## config.mk

```make
export PLATFORM = sky130hd
export DESIGN_NAME = m_irqagg
export DESIGN_NICKNAME = d
export VERILOG_FILES = /design/src/rtl/m_irqagg_pkg.sv /design/src/rtl/m_irqagg_prienc.sv /design/src/rtl/m_irqagg.sv
export SDC_FILE = /design/constraint.sdc
export NUM_CORES = 1
export LEC_CHECK = 0
export CORE_MARGIN = 3
export CORE_UTILIZATION = 30
export DETAILED_ROUTE_END_ITERATION = 10
export GPL_TIMING_DRIVEN = 0
export PLACE_DENSITY = 0.69
export SETUP_SLACK_MARGIN = 0.15
export SLEW_MARGIN = 40
export SYNTH_ARGS = -nofsm -noshare
export SYNTH_HDL_FRONTEND = slang
export SYNTH_SLANG_ARGS = --single-unit
```

## constraint.sdc

```tcl
create_clock -name CLK_I -period 2 [get_ports CLK_I]
set_clock_uncertainty 0.05 [all_clocks]
set_input_delay 0.6 -clock CLK_I [delete_from_list [all_inputs] [get_ports CLK_I]]
set_output_delay 0.6 -clock CLK_I [all_outputs]
set_load 0.01 [all_outputs]
```

## src/rtl/m_irqagg_pkg.sv

```systemverilog
// m_irqagg_pkg: constants shared by the interrupt aggregator and its
// priority encoder.
//   ADR_* : bus word selects for the four aggregator registers.
//   id_width(n) : width needed to carry a claim id in the range 0..n.
package m_irqagg_pkg;

  localparam logic [1:0] ADR_PENDING   = 2'd0;
  localparam logic [1:0] ADR_ENABLE    = 2'd1;
  localparam logic [1:0] ADR_CLAIM     = 2'd2;
  localparam logic [1:0] ADR_INSERVICE = 2'd3;

  // Id 0 means "nothing to claim", so the id has to hold NCHAN+1 values.
  function automatic int id_width(input int nchan);
    return $clog2(nchan + 1);
  endfunction

endpackage

```

## src/rtl/m_irqagg_prienc.sv

```systemverilog
// m_irqagg_prienc: combinational lowest-index priority encoder.
//   req_i : one request bit per channel
//   id_o  : index+1 of the lowest set request bit, 0 when no bit is set
module m_irqagg_prienc
  import m_irqagg_pkg::*;
#(
  parameter int NCHAN = 8,
  parameter int IDW   = id_width(NCHAN)
) (
  input  logic [NCHAN-1:0] req_i,
  output logic [IDW-1:0]   id_o
);

  // Scan from the top down so the lowest set bit is the last to assign.
  always_comb begin
    id_o = {IDW{1'b0}};
    for (int i = NCHAN - 1; i >= 0; i--) begin
      id_o = req_i[i] ? IDW'(i + 1) : id_o;
    end
  end

endmodule

```

## src/rtl/m_irqagg.sv

```systemverilog
// m_irqagg: external interrupt aggregator for the midgetv core.
//   CLK_I, RST_I         : clock, asynchronous active-high reset
//   STB_I, WE_I, ADR_I   : single-word bus access (0 PENDING, 1 ENABLE,
//                          2 CLAIM, 3 INSERVICE)
//   DAT_I, DAT_O, ACK_O  : bus data in/out and one-cycle acknowledge
//   irq_i                : raw interrupt sources, one per channel
//   meip                 : registered machine external interrupt pending
// Parameters: NCHAN channels; EDGEMASK bit=1 selects rising-edge capture,
// bit=0 selects level following.
// Build option: define M_IRQAGG_SYNC_EN to put a two-flop synchroniser on
// every irq_i bit (irq_i to meip latency 4 edges instead of 2).
module m_irqagg
  import m_irqagg_pkg::*;
#(
  parameter int               NCHAN    = 8,
  parameter logic [NCHAN-1:0] EDGEMASK = {NCHAN{1'b0}}
) (
  input  logic             CLK_I,
  input  logic             RST_I,
  input  logic             STB_I,
  input  logic             WE_I,
  input  logic [1:0]       ADR_I,
  input  logic [31:0]      DAT_I,
  output logic [31:0]      DAT_O,
  output logic             ACK_O,
  input  logic [NCHAN-1:0] irq_i,
  output logic             meip
);

  localparam int IDW = id_width(NCHAN);

  logic [NCHAN-1:0] s;
  logic [NCHAN-1:0] prev_q, prev_d;
  logic [NCHAN-1:0] pending_q, pending_d;
  logic [NCHAN-1:0] enable_q, enable_d;
  logic [NCHAN-1:0] inservice_q, inservice_d;
  logic             meip_q, meip_d;
  logic             ack_q, ack_d;
  logic [31:0]      dat_q, dat_d;
  logic [NCHAN-1:0] cand;
  logic [NCHAN-1:0] clr;
  logic [IDW-1:0]   claim_id;
  logic             access;

`ifdef M_IRQAGG_SYNC_EN
  logic [NCHAN-1:0] sync1_q, sync2_q;

  // Two-flop synchroniser for asynchronous interrupt sources.
  always_ff @(posedge CLK_I or posedge RST_I) begin
    if (RST_I) begin
      sync1_q <= {NCHAN{1'b0}};
      sync2_q <= {NCHAN{1'b0}};
    end else begin
      sync1_q <= irq_i;
      sync2_q <= sync1_q;
    end
  end

  assign s = sync2_q;
`else
  assign s = irq_i;
`endif

  assign cand = pending_q & enable_q & ~inservice_q;

  m_irqagg_prienc #(
    .NCHAN (NCHAN),
    .IDW   (IDW)
  ) u_prienc (
    .req_i (cand),
    .id_o  (claim_id)
  );

  // Next-state for bus handshake, register side effects and pending capture.
  always_comb begin
    prev_d      = s;
    access      = STB_I & ~ack_q;
    ack_d       = access;
    meip_d      = |cand;
    enable_d    = enable_q;
    inservice_d = inservice_q;
    dat_d       = 32'd0;
    clr         = {NCHAN{1'b0}};

    if (access) begin
      if (WE_I) begin
        case (ADR_I)
          // Write-1-to-clear only reaches edge channels.
          ADR_PENDING: clr = DAT_I[NCHAN-1:0] & EDGEMASK;
          ADR_ENABLE:  enable_d = DAT_I[NCHAN-1:0];
          // Completion: ids outside 1..NCHAN match no channel and fall away.
          ADR_CLAIM: begin
            for (int i = 0; i < NCHAN; i++) begin
              inservice_d[i] = (DAT_I == 32'(i + 1)) ? 1'b0 : inservice_q[i];
            end
          end
          default: clr = {NCHAN{1'b0}};
        endcase
      end else begin
        case (ADR_I)
          ADR_PENDING: dat_d = {{(32 - NCHAN){1'b0}}, pending_q};
          ADR_ENABLE:  dat_d = {{(32 - NCHAN){1'b0}}, enable_q};
          ADR_CLAIM: begin
            dat_d = 32'(claim_id);
            for (int i = 0; i < NCHAN; i++) begin
              inservice_d[i] = (claim_id == IDW'(i + 1)) ? 1'b1 : inservice_q[i];
              clr[i]         = (claim_id == IDW'(i + 1)) & EDGEMASK[i];
            end
          end
          default: dat_d = {{(32 - NCHAN){1'b0}}, inservice_q};
        endcase
      end
    end else begin
      dat_d = 32'd0;
    end

    // A new edge outranks any clear landing on the same cycle.
    for (int i = 0; i < NCHAN; i++) begin
      if (EDGEMASK[i]) begin
        pending_d[i] = (pending_q[i] & ~clr[i]) | (s[i] & ~prev_q[i]);
      end else begin
        pending_d[i] = s[i];
      end
    end
  end

  // State and output registers; prev resets high so a source already high
  // at reset release is not mistaken for an edge.
  always_ff @(posedge CLK_I or posedge RST_I) begin
    if (RST_I) begin
      prev_q      <= {NCHAN{1'b1}};
      pending_q   <= {NCHAN{1'b0}};
      enable_q    <= {NCHAN{1'b0}};
      inservice_q <= {NCHAN{1'b0}};
      meip_q      <= 1'b0;
      ack_q       <= 1'b0;
      dat_q       <= 32'd0;
    end else begin
      prev_q      <= prev_d;
      pending_q   <= pending_d;
      enable_q    <= enable_d;
      inservice_q <= inservice_d;
      meip_q      <= meip_d;
      ack_q       <= ack_d;
      dat_q       <= dat_d;
    end
  end

  assign DAT_O = dat_q;
  assign ACK_O = ack_q;
  assign meip  = meip_q;

endmodule

```

==> flow_metrics.tcl, run 1 <==
set metrics [dict create \
    status "complete, no violations" \
    max_cap_viol_count 0 \
    gr-total-overflow 0 \
    synth_fa_ha_area_frac 0 \
    place.gp.congestion 0.8627 \
    cts_tree "built" \
    synth_edf_count 0 \
    power_frac_comb 0.256 \
    hold_path_depth 1 \
    p_int_w 0.001423 \
    dp_hpwl_mm 3.647 \
    synth_top_cell_by_area "dfrtp_1" \
    coreArea_um2 5991 \
    max_stage_delay_ns 0.37 \
    grt_pass1_wl_mm 7.555 \
    required_ns 2.13 \
    wl_mm 4.775 \
    antenna_left 0 \
    max_slew_margin 0.5303 \
    synthCells 183 \
    synth_mux_area_frac 0.08621 \
    postCtsHoldBufs 0 \
    seqCellArea_um2 850.8 \
    yosys.area_share.simple 0.2268 \
    synth_flop_cell "dfrtp_1" \
    critical_path.top_delay_family "simple AND/OR/NAND/NOR gates" \
    worst_path_max_delay_cell "or3b_1" \
    arrival_ns 2.05 \
    crit_path_end "inservice_q[0]$_DFFE_PP0P_" \
    cp_num_buf_inv 1 \
    total_power_w 0.001989 \
    fillCellCount 567 \
    grt_max_degree 35 \
    crit_chain "buf_2 -> nor4_2 -> nand4_1 -> nor3_2 -> or3b_1 -> a22o_1" \
    diodes 0 \
    cts_buffer_depth 2 \
    first_global_vias 1529 \
    synth-compound-area-share 0.1141 \
    ios 80 \
    clock_latency_ns 0.29 \
    period_minus_slack_ns 1.922 \
    r2r_slack_ns 0.18 \
    period_share 0.9612 \
    fin_nets 317 \
    drive_gt1_frac 0.3235 \
    critPathKind "input pin to flop" \
    rows 28 \
    yosysWarnings 0 \
    async_flop_share 1.000 \
    ys_seq_area_frac 0.4509 \
    die_area_um2 7277 \
    synth_xor_area_frac 0 \
    cts_root_buf "clkbuf_8" \
    viasPerCell 4.611 \
    die_width_um 85.31 \
    swShare 0.2847 \
    p_switching_w 0.0005663 \
    end_kind "flop" \
    first_pass_iters 4 \
    syn2layout_area_growth_pct 44.76 \
    rsz0062_at_grt "yes" \
    pwr-share-seq 0.436 \
    netlist_top_cells_count "dfrtp_1, buf_4, nor2_1" \
    finalMaxSlewViolations 0 \
    antenna_found_initial 0 \
    drcViolationCount 0 \
    synth_top_family_by_area "simple AND/OR/NAND/NOR gates" \
    cts.sinks 34 \
    clock_power_share 0.308 \
    syn_area_per_cell_um2 10.31 \
    power.density_nw_per_um2 728.3 \
    synth_top_area_share 0.4509 \
    clkTransAtPathRegs_ns 0.07 \
    synth_seq_cells 34 \
    cp.depth 6 \
    cts_buffers 5 \
    utilization 0.4559 \
    netlist_top_cells_area "dfrtp_1, buf_4, mux2_2" \
    worst_ir_drop_vdd_v 0.0004424 \
    routedWlPerCell_um 13.76 \
    crit_path_start_kind "input pin" \
    fmax_ghz 0.5202 \
    synth_area_um2 1887 \
    ff2ff_path_depth 5 \
    io_buffers 53 \
    synthMostInstantiatedCell "dfrtp_1" \
    die_y_um 85.31 \
    hold_viol 0 \
    r2r-start "ACK_O$_DFF_PP0_" \
    r2r-end "inservice_q[0]$_DFFE_PP0P_" \
    ys_types 38 \
    critical_path_peak_fanout 3 \
    grt_usage 0.1319 \
    multi_input_area_um2 959.7 \
    tightestPinTransition_ns 0.7035 \
    crit_start "DAT_I[14]" \
    start_util 0.3150 \
    holdCritPathClass "flop to flop" \
    finalSetupViolCount 0 \
    vias 1600 \
    drt_iter0_drc 158 \
    power_leakage_nw 1.273 \
    htreeDepth 2 \
]
## worst register-to-register path, delay by kind of cell (launching register included)
| kind | cells | cell delay (ns) |
|---|---|---|
| and+or+nand+nor | 4 | 1.09 |
| AOI/OAI and AO/OA | 1 | 0.18 |
| DFF | 1 | 0.39 |
## repair_timing
action	in CTS	in global routing
pin swaps	13	5
buffers inserted	4	1
setup endpoints to repair	25	9
gates resized for setup	113	6
## through the flow
stage	setup slack, ns	instances	hold WS (ns)	cell area, um2	setup TNS (ns)
6_report	0.07770	347	0.4534	2731	0
5_1_grt	0.02553	347	0.4781	2731	0
4_1_cts	0.1187	346	0.4461	2703	0
3_5_place_dp	-0.6126	334	0.4422	2597	-9.564
3_3_place_gp	-0.5880	334	0.4352	2597	-15.95
2_1_floorplan	0.05769	206	0.4163	1973	0
## per-layer routing
| layer | global-route usage | vias up | share of wire |
|---|---|---|---|
| met4 | 0.03165 | 0 | 0.0092 |
| met2 | 0.2218 | 62 | 0.50 |
| li1 | - | 792 | - |
| met5 | 0 | - | 0 |
| met3 | 0.03204 | 7 | 0.074 |
| met1 | 0.1707 | 739 | 0.41 |
## logic make-up after synthesis
kind of cell,after synthesis
flops,34
simple gates,68
compound gates,30
mux,15
other cells,1
buf+inv,35
## power by group through the flow
stage	logic [W]	clock network, W	registers, W
detailed placement	0.000509	0	0.000880
finish	0.000509	0.000613	0.000868
CTS	0.000503	0.000629	0.000866
global route	0.000557	0.000659	0.000883
floorplan	0.000321	0	0.000863
global placement	0.000501	0	0.000874
## layout make-up
cell class,count,area share
Timing Repair Buffer,58,0.1800
Inverter,6,0.008246
Tap cell,75,0.03436
Buffer,29,0.07467
Sequential cell,34,0.3115
Clock inverter,3,0.01466
Multi-Input combinational cell,137,0.3514
Clock buffer,5,0.02519
## worst min-delay path by stage
stage | start | end
2_1_floorplan | enable_q[1]$_DFFE_PP0P_ | enable_q[1]$_DFFE_PP0P_
3_5_place_dp | ACK_O$_DFF_PP0_ | ACK_O$_DFF_PP0_
3_3_place_gp | enable_q[1]$_DFFE_PP0P_ | enable_q[1]$_DFFE_PP0P_
5_1_grt | enable_q[1]$_DFFE_PP0P_ | enable_q[1]$_DFFE_PP0P_
6_report | ACK_O$_DFF_PP0_ | ACK_O$_DFF_PP0_
4_1_cts | ACK_O$_DFF_PP0_ | ACK_O$_DFF_PP0_
## cell usage in the layout (no fill, tap or decap), types with 7 or more instances in the layout
master | netlist | routed
buf_2 | 1 | 18
buf_4 | 25 | 30
clkdlybuf4s50_1 | 0 | 21
nor2_1 | 14 | 13
nand2_1 | 9 | 9
mux2_2 | 10 | 10
dfrtp_1 | 34 | 34
nand3b_1 | 9 | 9
o21ai_0 | 9 | 8
conb_1 | 1 | 24
clkdlybuf4s15_1 | 0 | 7
## state kept, by name, summed over array words and instances, names as in the netlist
register,flops
DAT_O,8
pending_q,8
ACK_O,1
inservice_q,8
enable_q,8
meip,1
Note: power is estimated with default switching activity, not from simulation.
==> run 2, diff against run 1 <==
--- a/config.mk
+++ b/config.mk
@@ -5,13 +5,13 @@
 export SDC_FILE = /design/constraint.sdc
 export NUM_CORES = 1
 export LEC_CHECK = 0
-export CORE_MARGIN = 3
+export CORE_MARGIN = 2
 export CORE_UTILIZATION = 30
 export DETAILED_ROUTE_END_ITERATION = 10
 export GPL_TIMING_DRIVEN = 0
 export PLACE_DENSITY = 0.69
 export SETUP_SLACK_MARGIN = 0.15
-export SLEW_MARGIN = 40
+export SKIP_CTS_REPAIR_TIMING = 1
 export SYNTH_ARGS = -nofsm -noshare
 export SYNTH_HDL_FRONTEND = slang
 export SYNTH_SLANG_ARGS = --single-unit
==> run 2 against run 1 <==
Count of clock-buffer cells in the layout rose by 2; cell count unchanged; clock power is 14% lower; critical endpoint unchanged.
==> flow_metrics.tcl, run 2 (same netlist as run 1, synthesis figures left out) <==
set metrics [dict create \
    first_pass_iters 4 \
    fin_setup_tns_ns 0 \
    antenna_found_initial 0 \
    die_width_um 83.31 \
    power_frac_comb 0.269 \
    final_cell_mix "dfrtp_1, buf_4, dlymetal6s2s_1, conb_1, clkdlybuf4s50_1" \
    layout_setup_ws_ns 0.09318 \
    syn2layout_area_growth_pct 50.27 \
    clock_power_share 0.276 \
    critPathKind "input pin to flop" \
    arrival_ns 2.04 \
    wl_mm 4.638 \
    vias 1606 \
    first_global_vias 1545 \
    max_slew_margin 0.5318 \
    tightestPinTransition_ns 0.7013 \
    cts_tree "built" \
    hold_viol 0 \
    htreeDepth 2 \
    drt_iter0_drc 111 \
    power_leakage_nw 1.509 \
    period_minus_slack_ns 1.907 \
    cts_buffers 5 \
    worst_ir_drop_vdd_v 0.0004186 \
    p_switching_w 0.0005652 \
    start_util 0.3150 \
    crit_path_start_kind "input pin" \
    grt_usage 0.1373 \
    diodes 0 \
    die_y_um 83.31 \
    cts_buffer_depth 2 \
    cts_root_buf "clkbuf_8" \
    required_ns 2.13 \
    die_area_um2 6940 \
    fin_nets 317 \
    grt_pass1_wl_mm 7.507 \
    final_common_cell "dfrtp_1" \
    ios 80 \
    antenna_left 0 \
    routedWlPerCell_um 13.37 \
    finalMaxSlewViolations 0 \
    r2r_slack_ns 0.16 \
    place.gp.congestion 0.8614 \
    design_area_um2 2835 \
    swShare 0.2968 \
    p_int_w 0.001339 \
    pre_cts_slack_ns -0.6385 \
    cts.sinks 34 \
    clkTransAtPathRegs_ns 0.07 \
    fmax_ghz 0.5244 \
    rows 28 \
    max_cap_viol_count 0 \
    end_kind "flop" \
    dp_hpwl_mm 3.451 \
    period_share 0.9534 \
    total_power_w 0.001904 \
    gr-total-overflow 0 \
    placed_area_um2 2597 \
    holdCritPathClass "flop to flop" \
    clock_latency_ns 0.29 \
    coreArea_um2 5991 \
    rsz0062_at_grt "yes" \
    drive_gt1_frac 0.2647 \
    power.density_nw_per_um2 671.7 \
    critical_path_peak_fanout 3 \
    io_buffers 53 \
    viasPerCell 4.628 \
    holdWs_ns 0.4511 \
    status "complete, no violations" \
    finalSetupViolCount 0 \
    drcViolationCount 0 \
    grt_max_degree 35 \
    pwr-share-seq 0.456 \
]
==> run 2: changes by cell type in the layout (fill, tap and decap cells not counted), moves of 2 or more <==
cell             before  now
dlymetal6s2s_1        1   26
buf_2                18    1
clkbuf_2              0    7
clkdlybuf4s15_1       7    0
buf_4                30   28
clkdlybuf4s50_1      21   19
nor3_2                2    0
nor3_4                0    2
==> run 2: worst max-delay path, stage by stage <==
cell,delay [ns]
dlymetal6s2s_1,0.14
nor4_4,0.26
nand4_1,0.15
buf_6,0.17
nor3_4,0.15
or3b_1,0.37
a22o_1,0.20
==> run 2: cell type report <==
type	count	area, um2
inverter	6	22.52
clock buffer	7	86.33
sequential	34	850.8
timing repair buffer	58	613.1
clock inverter	1	5.005
buffer	29	205.2
fill	591	3156
tap	75	93.84
multi-input combinational	137	958.4
==> run 2: metrics by stage <==
step / util / cells
after floorplan: - / 206
final: 0.4733 / 347
after global routing: 0.4733 / 347
after global placement: 0.4336 / 334
after CTS: 0.4488 / 342
after detailed placement: 0.4336 / 334
==> run 2: worst paths after layout <==
kind | from | end | cells after the start
hold / removal | ACK_O$_DFF_PP0_ | ACK_O$_DFF_PP0_ | 1
setup / recovery | DAT_I[25] | inservice_q[0]$_DFFE_PP0P_ | 7
hold reg to reg | ACK_O$_DFF_PP0_ | ACK_O$_DFF_PP0_ | 1
max in group asynchronous | RST_I | DAT_O[1]$_DFF_PP0_ | 2
min in group asynchronous | RST_I | DAT_O[3]$_DFF_PP0_ | 2
setup reg to reg | ACK_O$_DFF_PP0_ | inservice_q[0]$_DFFE_PP0P_ | 6
==> run 2: per-layer routing <==
| metal | vias to the layer above | part of all wire | track usage |
|---|---|---|---|
| met5 | - | 0 | 0 |
| met4 | 0 | 0.024 | 0.06557 |
| met3 | 12 | 0.075 | 0.03380 |
| met2 | 57 | 0.49 | 0.2221 |
| met1 | 746 | 0.41 | 0.1712 |
| li1 | 791 | - | - |
==> run 2: power by group through the flow <==
stage          clock network [W]  registers, W  logic (W)
5_1_grt                 0.000582      0.000879   0.000568
6_report                0.000525      0.000868   0.000511
2_1_floorplan                  0      0.000863   0.000321
3_3_place_gp                   0      0.000875   0.000501
3_5_place_dp                   0      0.000879   0.000507
4_1_cts                 0.000537      0.000866   0.000510
